$ cat src/rtl/cellrv32_cpu_rf_scoreboard.sv
// cellrv32_cpu_rf_scoreboard: hazard scoreboard in front of the data register file.
// Tracks in-flight long-latency rd writes in an in-order FIFO and stalls RAW/WAW issue.
//
// Ports:
//   clk_i, rstn_i          clock (rising edge), asynchronous active-low reset
//   flush_i                drop all pending writes at the next edge
//   issue_valid_i          an instruction is presented for issue
//   issue_ll_i             presented instruction is a long-latency writer of rd
//   issue_rd_i             destination register
//   issue_rs1/2/3_i        source registers
//   issue_use_i            bit i set = rs(i+1) is actually read
//   stall_o                issue blocked this cycle (combinational)
//   cmpl_valid_i           oldest long-latency op completes this cycle
//   cmpl_rd_o, cmpl_we_o   register-file write address / enable for the completion
//   busy_o                 per-register pending-write bits
//   pend_cnt_o, empty_o    FIFO occupancy / occupancy == 0
//   err_o                  sticky: completion arrived while the FIFO was empty
module cellrv32_cpu_rf_scoreboard #(
    parameter int CPU_EXTENSION_RISCV_E = 0,
    parameter int PEND_DEPTH            = 4
) (
    input  logic                          clk_i,
    input  logic                          rstn_i,
    input  logic                          flush_i,
    input  logic                          issue_valid_i,
    input  logic                          issue_ll_i,
    input  logic [4:0]                    issue_rd_i,
    input  logic [4:0]                    issue_rs1_i,
    input  logic [4:0]                    issue_rs2_i,
    input  logic [4:0]                    issue_rs3_i,
    input  logic [2:0]                    issue_use_i,
    output logic                          stall_o,
    input  logic                          cmpl_valid_i,
    output logic [4:0]                    cmpl_rd_o,
    output logic                          cmpl_we_o,
    output logic [31:0]                   busy_o,
    output logic [$clog2(PEND_DEPTH):0]   pend_cnt_o,
    output logic                          empty_o,
    output logic                          err_o
);

    localparam int PW = $clog2(PEND_DEPTH);
    localparam int CW = PW + 1;

    // RV32E folds the register space onto 16 entries by dropping bit 4.
    function automatic logic [4:0] reg_idx(input logic [4:0] a);
        if (CPU_EXTENSION_RISCV_E != 0) begin
            return {1'b0, a[3:0]};
        end
        return a;
    endfunction

    logic [4:0]    fifo_q [PEND_DEPTH];
    logic [PW-1:0] wptr_q;
    logic [PW-1:0] rptr_q;
    logic [CW-1:0] cnt_q;
    logic [31:0]   busy_q;
    logic          err_q;

    logic [4:0]    rd_n;
    logic [4:0]    rs1_n;
    logic [4:0]    rs2_n;
    logic [4:0]    rs3_n;
    logic [4:0]    head_rd;
    logic          full;
    logic          empty;
    logic          rs_haz;
    logic          hazard;
    logic          push;
    logic          pop;
    logic [31:0]   set_vec;
    logic [31:0]   clr_vec;
    logic [31:0]   busy_d;
    logic [CW-1:0] cnt_d;

    always_comb begin
        rd_n    = reg_idx(issue_rd_i);
        rs1_n   = reg_idx(issue_rs1_i);
        rs2_n   = reg_idx(issue_rs2_i);
        rs3_n   = reg_idx(issue_rs3_i);
        head_rd = fifo_q[rptr_q];

        full  = (cnt_q == CW'(PEND_DEPTH));
        empty = (cnt_q == '0);

        // busy_q[0] is never set, so x0 sources/destinations never hazard.
        // Only registered busy bits are consulted: a completion releases a
        // dependent instruction one cycle later, never in the same cycle.
        rs_haz = (issue_use_i[0] & busy_q[rs1_n])
               | (issue_use_i[1] & busy_q[rs2_n])
               | (issue_use_i[2] & busy_q[rs3_n]);
        hazard = rs_haz | (issue_ll_i & (busy_q[rd_n] | full));

        stall_o = issue_valid_i & hazard;
        push    = issue_valid_i & issue_ll_i & ~hazard & ~flush_i;
        pop     = cmpl_valid_i & ~empty & ~flush_i;

        set_vec = '0;
        if (push && (rd_n != 5'd0)) begin
            set_vec = 32'd1 << rd_n;
        end
        clr_vec = '0;
        if (pop) begin
            clr_vec = 32'd1 << head_rd;
        end

        busy_d    = (busy_q & ~clr_vec) | set_vec;
        busy_d[0] = 1'b0;
        if (CPU_EXTENSION_RISCV_E != 0) begin
            busy_d[31:16] = '0;
        end

        cnt_d = cnt_q + CW'(push) - CW'(pop);

        cmpl_rd_o  = head_rd;
        cmpl_we_o  = cmpl_valid_i & ~empty & (head_rd != 5'd0);
        busy_o     = busy_q;
        pend_cnt_o = cnt_q;
        empty_o    = empty;
        err_o      = err_q;
    end

    always_ff @(posedge clk_i or negedge rstn_i) begin
        if (!rstn_i) begin
            for (int i = 0; i < PEND_DEPTH; i++) begin
                fifo_q[i] <= '0;
            end
            wptr_q <= '0;
            rptr_q <= '0;
            cnt_q  <= '0;
            busy_q <= '0;
            err_q  <= 1'b0;
        end else begin
            // err_o is independent of flush: a stray completion is always recorded.
            if (cmpl_valid_i && empty) begin
                err_q <= 1'b1;
            end
            if (flush_i) begin
                wptr_q <= '0;
                rptr_q <= '0;
                cnt_q  <= '0;
                busy_q <= '0;
            end else begin
                // x0 is still pushed so completion order stays aligned.
                if (push) begin
                    fifo_q[wptr_q] <= rd_n;
                    wptr_q         <= wptr_q + PW'(1);
                end
                if (pop) begin
                    rptr_q <= rptr_q + PW'(1);
                end
                cnt_q  <= cnt_d;
                busy_q <= busy_d;
            end
        end
    end

endmodule

$ cat config.mk
export PLATFORM = sky130hd
export DESIGN_NAME = cellrv32_cpu_rf_scoreboard
export DESIGN_NICKNAME = d
export VERILOG_FILES = /design/src/rtl/cellrv32_cpu_rf_scoreboard.sv
export SDC_FILE = /design/constraint.sdc
export NUM_CORES = 1
export LEC_CHECK = 0
export BUFFER_PORTS_ARGS = -buffer_cell sky130_fd_sc_hd__clkbuf_2
export CAP_MARGIN = 15
export CORE_MARGIN = 5
export CORE_UTILIZATION = 61
export CTS_CLUSTER_DIAMETER = 50
export CTS_CLUSTER_SIZE = 8
export DETAILED_ROUTE_END_ITERATION = 7
export PLACE_DENSITY_LB_ADDON = 0.12
export SLEW_MARGIN = 40
export SYNTH_ARGS = -nofsm -noshare
export SYNTH_HDL_FRONTEND = slang
export SYNTH_SLANG_ARGS = --single-unit
export TNS_END_PERCENT = 10
$ cat constraint.sdc
create_clock -name clk_i -period 8.65 [get_ports clk_i]
set_input_delay 0.4325 -clock clk_i [delete_from_list [all_inputs] [get_ports clk_i]]
set_output_delay 0.4325 -clock clk_i [all_outputs]
set_load 0.02 [all_outputs]
# Word-level counts from Yosys, hierarchy flattened
# Cells that the tools add are included.
word_totals:
  reg_bits: 60
  inputBits: 29
op_classes:
  addsub: 4
  order_cmp: 7
  n_eq_ne: 1
  n_shift: 2
  muxes: 22
  bitwise: 23
  n_reduce_logical: 9
ops:
  columns: ["cell", "n"]
  rows:
  - ["$mux 32", 3]
  - ["$shl 1x5->32 const A", 2]
  - ["$and 32x32->32", 1]
  - ["$not 32->32", 1]
  - ["$or 32x32->32", 1]
  - ["$lt 5x6->1 const B", 4]
  - ["$bmux 1 s5", 4]
  - ["$bwmux 20", 1]
  - ["$mux 5", 3]
  - ["$and 1x1->1", 11]
  - ["$bmux 5 s2", 1]
  - ["$demux 5 s2", 1]
  - ["$reduce_bool 5->1", 2]
  - ["$mux 2", 4]
  - ["$ge 3x3->1 const B", 2]
  - ["$not 2->3", 2]
  - ["$add 2x1->2 const B", 2]
  - ["$mux 1", 4]
  - ["$or 1x1->1", 4]
  - ["$reduce_bool 2->1", 2]
  - ["$add 3x1->3", 1]
  - ["$eq 3x3->1 const B", 1]
  - ["$logic_and 1x1->1", 3]
  - ["$logic_not 3->1", 1]
  - ["other kinds (5)", 7]

# Depth between registers and ports, before layout
logic_depth:
  ltp_word: 13
  depth_mapped: 17
  ltp_nobuf: 14

# Worst setup path after synthesis
# Ideal clock, no wire load.
synth_path:
  path_kind: "in2reg"
  startpoint: "input issue_rs1_i[0]"
  endpoint: "register cnt_q[2], in the netlist pend_cnt_o[2]"
  setup_time_ns: 0.132
  arrival_ns: 3.408
  required_ns: 8.518
  path_slack_ns: 5.110
  path_stages: 16
  path_buffers: 2
  path_cell_list: "buf_4 mux4_2 mux4_2 nand2b_1 o211ai_2 and3_1 buf_6 nand3_1 ha_1 inv_1 ha_1 inv_1 fa_1 xor2_1 xnor2_1 nor2_1"
synth_via:
  elab_chain_cells: 12
synth_lines:
  columns: ["element", "line", "source"]
  rows:
  - ["start: declaration", "28", "input logic [4:0] issue_rs1_i,"]
  - ["$bmux 1 s5", "89", "rs_haz = (issue_use_i[0] & busy_q[rs1_n])"]
  - ["$mux 1 (not written as such)", "89", null]
  - ["$and 1x1->1", "89", null]
  - ["$or 1x1->1", "90", "| (issue_use_i[1] & busy_q[rs2_n])"]
  - ["$or 1x1->1", "91", "| (issue_use_i[2] & busy_q[rs3_n]);"]
  - ["$or 1x1->1", "92", "hazard = rs_haz | (issue_ll_i & (busy_q[rd_n] | full));"]
  - ["$not 1->1", "95", "push = issue_valid_i & issue_ll_i & ~hazard & ~flush_i;"]
  - ["$and 1x1->1 (2 in series)", "95", null]
  - ["$add 3x1->3", "113", "cnt_d = cnt_q + CW'(push) - CW'(pop);"]
  - ["$sub 3x1->3", "113", null]
  - ["$mux 3", "138", "if (flush_i) begin"]
  - ["end signal: assignment", "152", "cnt_q <= cnt_d;"]
  - ["end: declaration", "56", "logic [CW-1:0] cnt_q;"]
# No other way between the ends. The select of a mux whose other input is x is not followed.
# A chain may end at the register's enable or synchronous reset.

# Worst setup path after layout
layout_path:
  startpoint: "register busy_q[21], in the netlist busy_o[21]"
  endpoint: "register cnt_q[2], in the netlist pend_cnt_o[2]"
layout_via:
  elab_chain_cells: 12
  elab_cells_between_ends: 22
  classes_between: "add/sub (2); mux (9); bitwise (11)"
layout_lines:
  columns: ["element", "line", "source"]
  rows:
  - ["start: declaration", "57", "logic [31:0] busy_q;"]
  - ["start signal: assignment", "153", "busy_q <= busy_d;"]
  - ["$bmux 1 s5 (on tied branches)", "89, 90", null]
  - ["$mux 1 (on tied branches)", "89, 90", null]
  - ["$and 1x1->1 (on tied branches)", "89, 90", null]
  - ["$or 1x1->1", "90", null]
  - ["$or 1x1->1", "91", null]
  - ["$or 1x1->1 *", "92", null]
  - ["$not 1->1 *", "95", null]
  - ["$and 1x1->1 * (2 in series)", "95", null]
  - ["$add 3x1->3 *", "113", null]
  - ["$sub 3x1->3 *", "113", null]
  - ["$mux 3 *", "138", null]
# Mark *: on every way between the ends. The rest lies on a longest branch, timed or not. The select of a mux whose other input is x is not followed.

==> impl_metrics.tcl <==
set metrics [dict create \
    synth_seq_cells 59 \
    yosys_most_used_dff "dfrtp_1" \
    reg2reg_slack_ns 4.70 \
    crit_path_max_incr_delay_ns 0.50 \
    cts_buffers 9 \
    worstPathCellList "mux4_2 > a2bb2oi_1 > and4b_1 > o32ai_1 > and3_1 > buf_4 > nand3_1 > ha_1 > inv_1 > ha_1 > inv_1 > fa_1 > xor2_1 > xnor2_1 > nor2_1" \
    numPortBuffers 71 \
    power_frac_comb_pct 32.0 \
    postRouteAntennaNets 0 \
    grt_pass1_vias 3480 \
    nNetsFinal 474 \
    max_cap_violations 0 \
    min_period_ns 3.95 \
    rows 29 \
    grt.total_usage_pct 28.5 \
    power.total_uw 875 \
    fin_area_sq_um 4560 \
    vias 3647 \
    cts_resized 0 \
    synthesis.nets 425 \
    rsz0062_at_grt "false" \
    internal-power_uw 556 \
    clkPwrFrac_pct 31.0 \
    synth_top_area_share_pct 36.4 \
    initial_core_util_pct 63.2 \
    critPathRequiredTime_ns 8.86 \
    clkSinkCount 59 \
    die_width_um 91.5 \
    crit_arrival_ns 4.16 \
    crit_path_start_kind "flop" \
    hpwl_um 8450 \
    cpLargestDelayFamily "adder cells" \
    p_per_area_nw_per_um2 192 \
    path_class "reg2reg" \
    status "completed" \
    syn_area_sq_um 4060 \
    seqPwrFrac_pct 37.0 \
    rr_startpoint "busy_o[21]" \
    yosysUniqueCellTypes 47 \
    path_buf_inv 3 \
    hold_buffers 0 \
    wirelength_um 11600 \
    cts_setup_buffers 0 \
    drtIter0Drc 575 \
    ys_top_cells_by_count "dfrtp_1, o21ai_0, mux4_2, a21oi_1" \
    antennaDiodeCount 0 \
    p_leak_nw 2.01 \
    grt-ovfl-total 0 \
    first_pass_iters 7 \
    hp-class "in2async" \
    synth_seq_area_share_pct 36.4 \
    die_area_sq_um 8380 \
    sw_frac_of_total_pct 36.5 \
    synthCells 389 \
    rr_worst_depth 15 \
    synth_edf_count 0 \
    cts_tree "built" \
    core_sq_um 6420 \
    clockBufferDepth 2 \
    gp_congestion 1.01 \
    insertion_delay_ns 0.35 \
    synthArstFlopShare_pct 100 \
    post-route-period-util_pct 45.7 \
    peakVddDrop_v 0.000158 \
    worst_path_max_delay_cell "mux4_2" \
    placed_area_sq_um 4360 \
    drc 0 \
    endpoint_kind "flop" \
    rr_endpoint "pend_cnt_o[2]" \
    fin_util_pct 71.1 \
    fmax_mhz 253 \
    tns_ns 0 \
    synth_most_common_cell "dfrtp_1" \
    slew_headroom_pct 51.3 \
    area_delta_synth_final_pct 12.5 \
    n_fill_cell 479 \
    setup_violations 0 \
    io-pin-count 73 \
    cts_root_buf "clkbuf_8" \
    synthTopCellsByArea "dfrtp_1, mux4_2, mux2_2" \
    grt_pass1_wl_um 18600 \
    crit_fanout 30 \
    layout-drive-gt1-share_pct 31.0 \
    fin_skew_ns 0.0116 \
    syn_avg_cell_area_sq_um 10.4 \
    via_per_inst 7.03 \
    grt_max_degree 60 \
    finalMaxSlewViolations 0 \
    worst_slew_pin_slew_ns 0.725 \
    path_clk_slew_ns 0.07 \
    yosysWarnings 0 \
    yosys.area.top_type "dfrtp_1" \
    grt_antenna_before_repair 0 \
    hold_violations 0 \
    htreeDepth 3 \
    whs_ns 0.210 \
    p_switching_uw 319 \
    wl_per_cell_um 22.4 \
    dieHeight_um 91.5 \
]
==> flip-flops by register name, indices dropped and copies added (netlist names) <==
| signal | count |
|---|---|
| pend_cnt_o | 3 |
| fifo_q | 20 |
| busy_o | 31 |
| wptr_q | 2 |
| rptr_q | 2 |
| err_o | 1 |
==> power groups by stage <==
stage | Clock (mW) | Combinational (mW) | Sequential (mW)
after floorplan | 0 | 0.194 | 0.321
after global placement | 0 | 0.267 | 0.328
after detailed placement | 0 | 0.273 | 0.329
after CTS | 0.271 | 0.275 | 0.324
after global routing | 0.284 | 0.301 | 0.328
final | 0.271 | 0.280 | 0.324
==> worst reg2reg max path: stages (launching register included) <==
cell and delay [ns]:
dfrtp_1 0.48, mux4_2 0.50, a2bb2oi_1 0.14, and4b_1 0.19
o32ai_1 0.42, and3_1 0.25, buf_4 0.30, nand3_1 0.18
ha_1 0.33, inv_1 0.06, ha_1 0.13, inv_1 0.04
fa_1 0.37, xor2_1 0.17, xnor2_1 0.19, nor2_1 0.06
==> per-stage QoR <==
| step | instances | worst slack [ns] |
|---|---|---|
| after floorplan | 389 | 5.11 |
| after global placement | 504 | 4.34 |
| after detailed placement | 504 | 4.16 |
| after CTS | 519 | 4.49 |
| after global routing | 519 | 4.40 |
| final | 519 | 4.70 |
==> worst max-delay path by stage <==
stage | start | endpoint | cells past startpoint
final | busy_o[21] | pend_cnt_o[2] | 15
after global routing | issue_rd_i[0] | pend_cnt_o[2] | 15
after CTS | issue_rd_i[0] | pend_cnt_o[2] | 15
after detailed placement | issue_rd_i[0] | pend_cnt_o[2] | 15
after global placement | issue_rd_i[0] | pend_cnt_o[2] | 15
after floorplan | issue_rs1_i[0] | pend_cnt_o[2] | 16
==> layout by cell type (no fill, tap or decap), drive strengths merged, types with 2 or more instances in the layout <==
master   n
nand2b   8
and2     7
and4     5
o311ai   4
buf      3
or2      3
xor2     2
bufinv   2
inv     12
a221oi   3
mux4    30
clkbuf  81
o21ai   32
dfrtp   59
o22ai    6
mux2    25
mux2i   13
o211ai   2
nand2   23
nor3     9
nor2    17
nand3    9
o31ai    6
nand3b   2
clkinv   3
nand4   23
a21oi   25
xnor2    2
ha       6
nor2b    8
==> final cells by class <==
| cell class | count | area, sq um | area share, % |
|---|---|---|---|
| clock buffer | 10 | 128 | 2.80 |
| multi-input combinational | 282 | 2360 | 51.8 |
| inverter | 12 | 45.0 | 0.987 |
| tap | 77 | 96.3 | 2.11 |
| clock inverter | 5 | 78.8 | 1.73 |
| timing repair buffer | 74 | 378 | 8.28 |
| sequential | 59 | 1480 | 32.3 |
==> metal layers <==
| layer | vias to the layer above | wire length [um] | track usage, % |
|---|---|---|---|
| met4 | 0 | 476 | 13.9 |
| li1 | 1577 | - | - |
| met2 | 234 | 5680 | 46.7 |
| met5 | - | 0 | 0 |
| met3 | 49 | 1120 | 5.29 |
| met1 | 1787 | 4370 | 36.3 |
==> cell families (layout without fill, tap and decap cells) <==
family	Yosys count	after routing	synth area share (%)
adders and majority gates	7	7	2.34
AOI/OAI and AO/OA	86	86	12.8
and+or+nand+nor	116	116	15.3
DFF	59	59	36.4
buffers and inverters	48	101	5.40
xor gates and xnor gates	4	4	0.864
muxes	68	68	26.8
other	1	1	0.0924
Note: power is estimated with default switching activity, not from simulation.
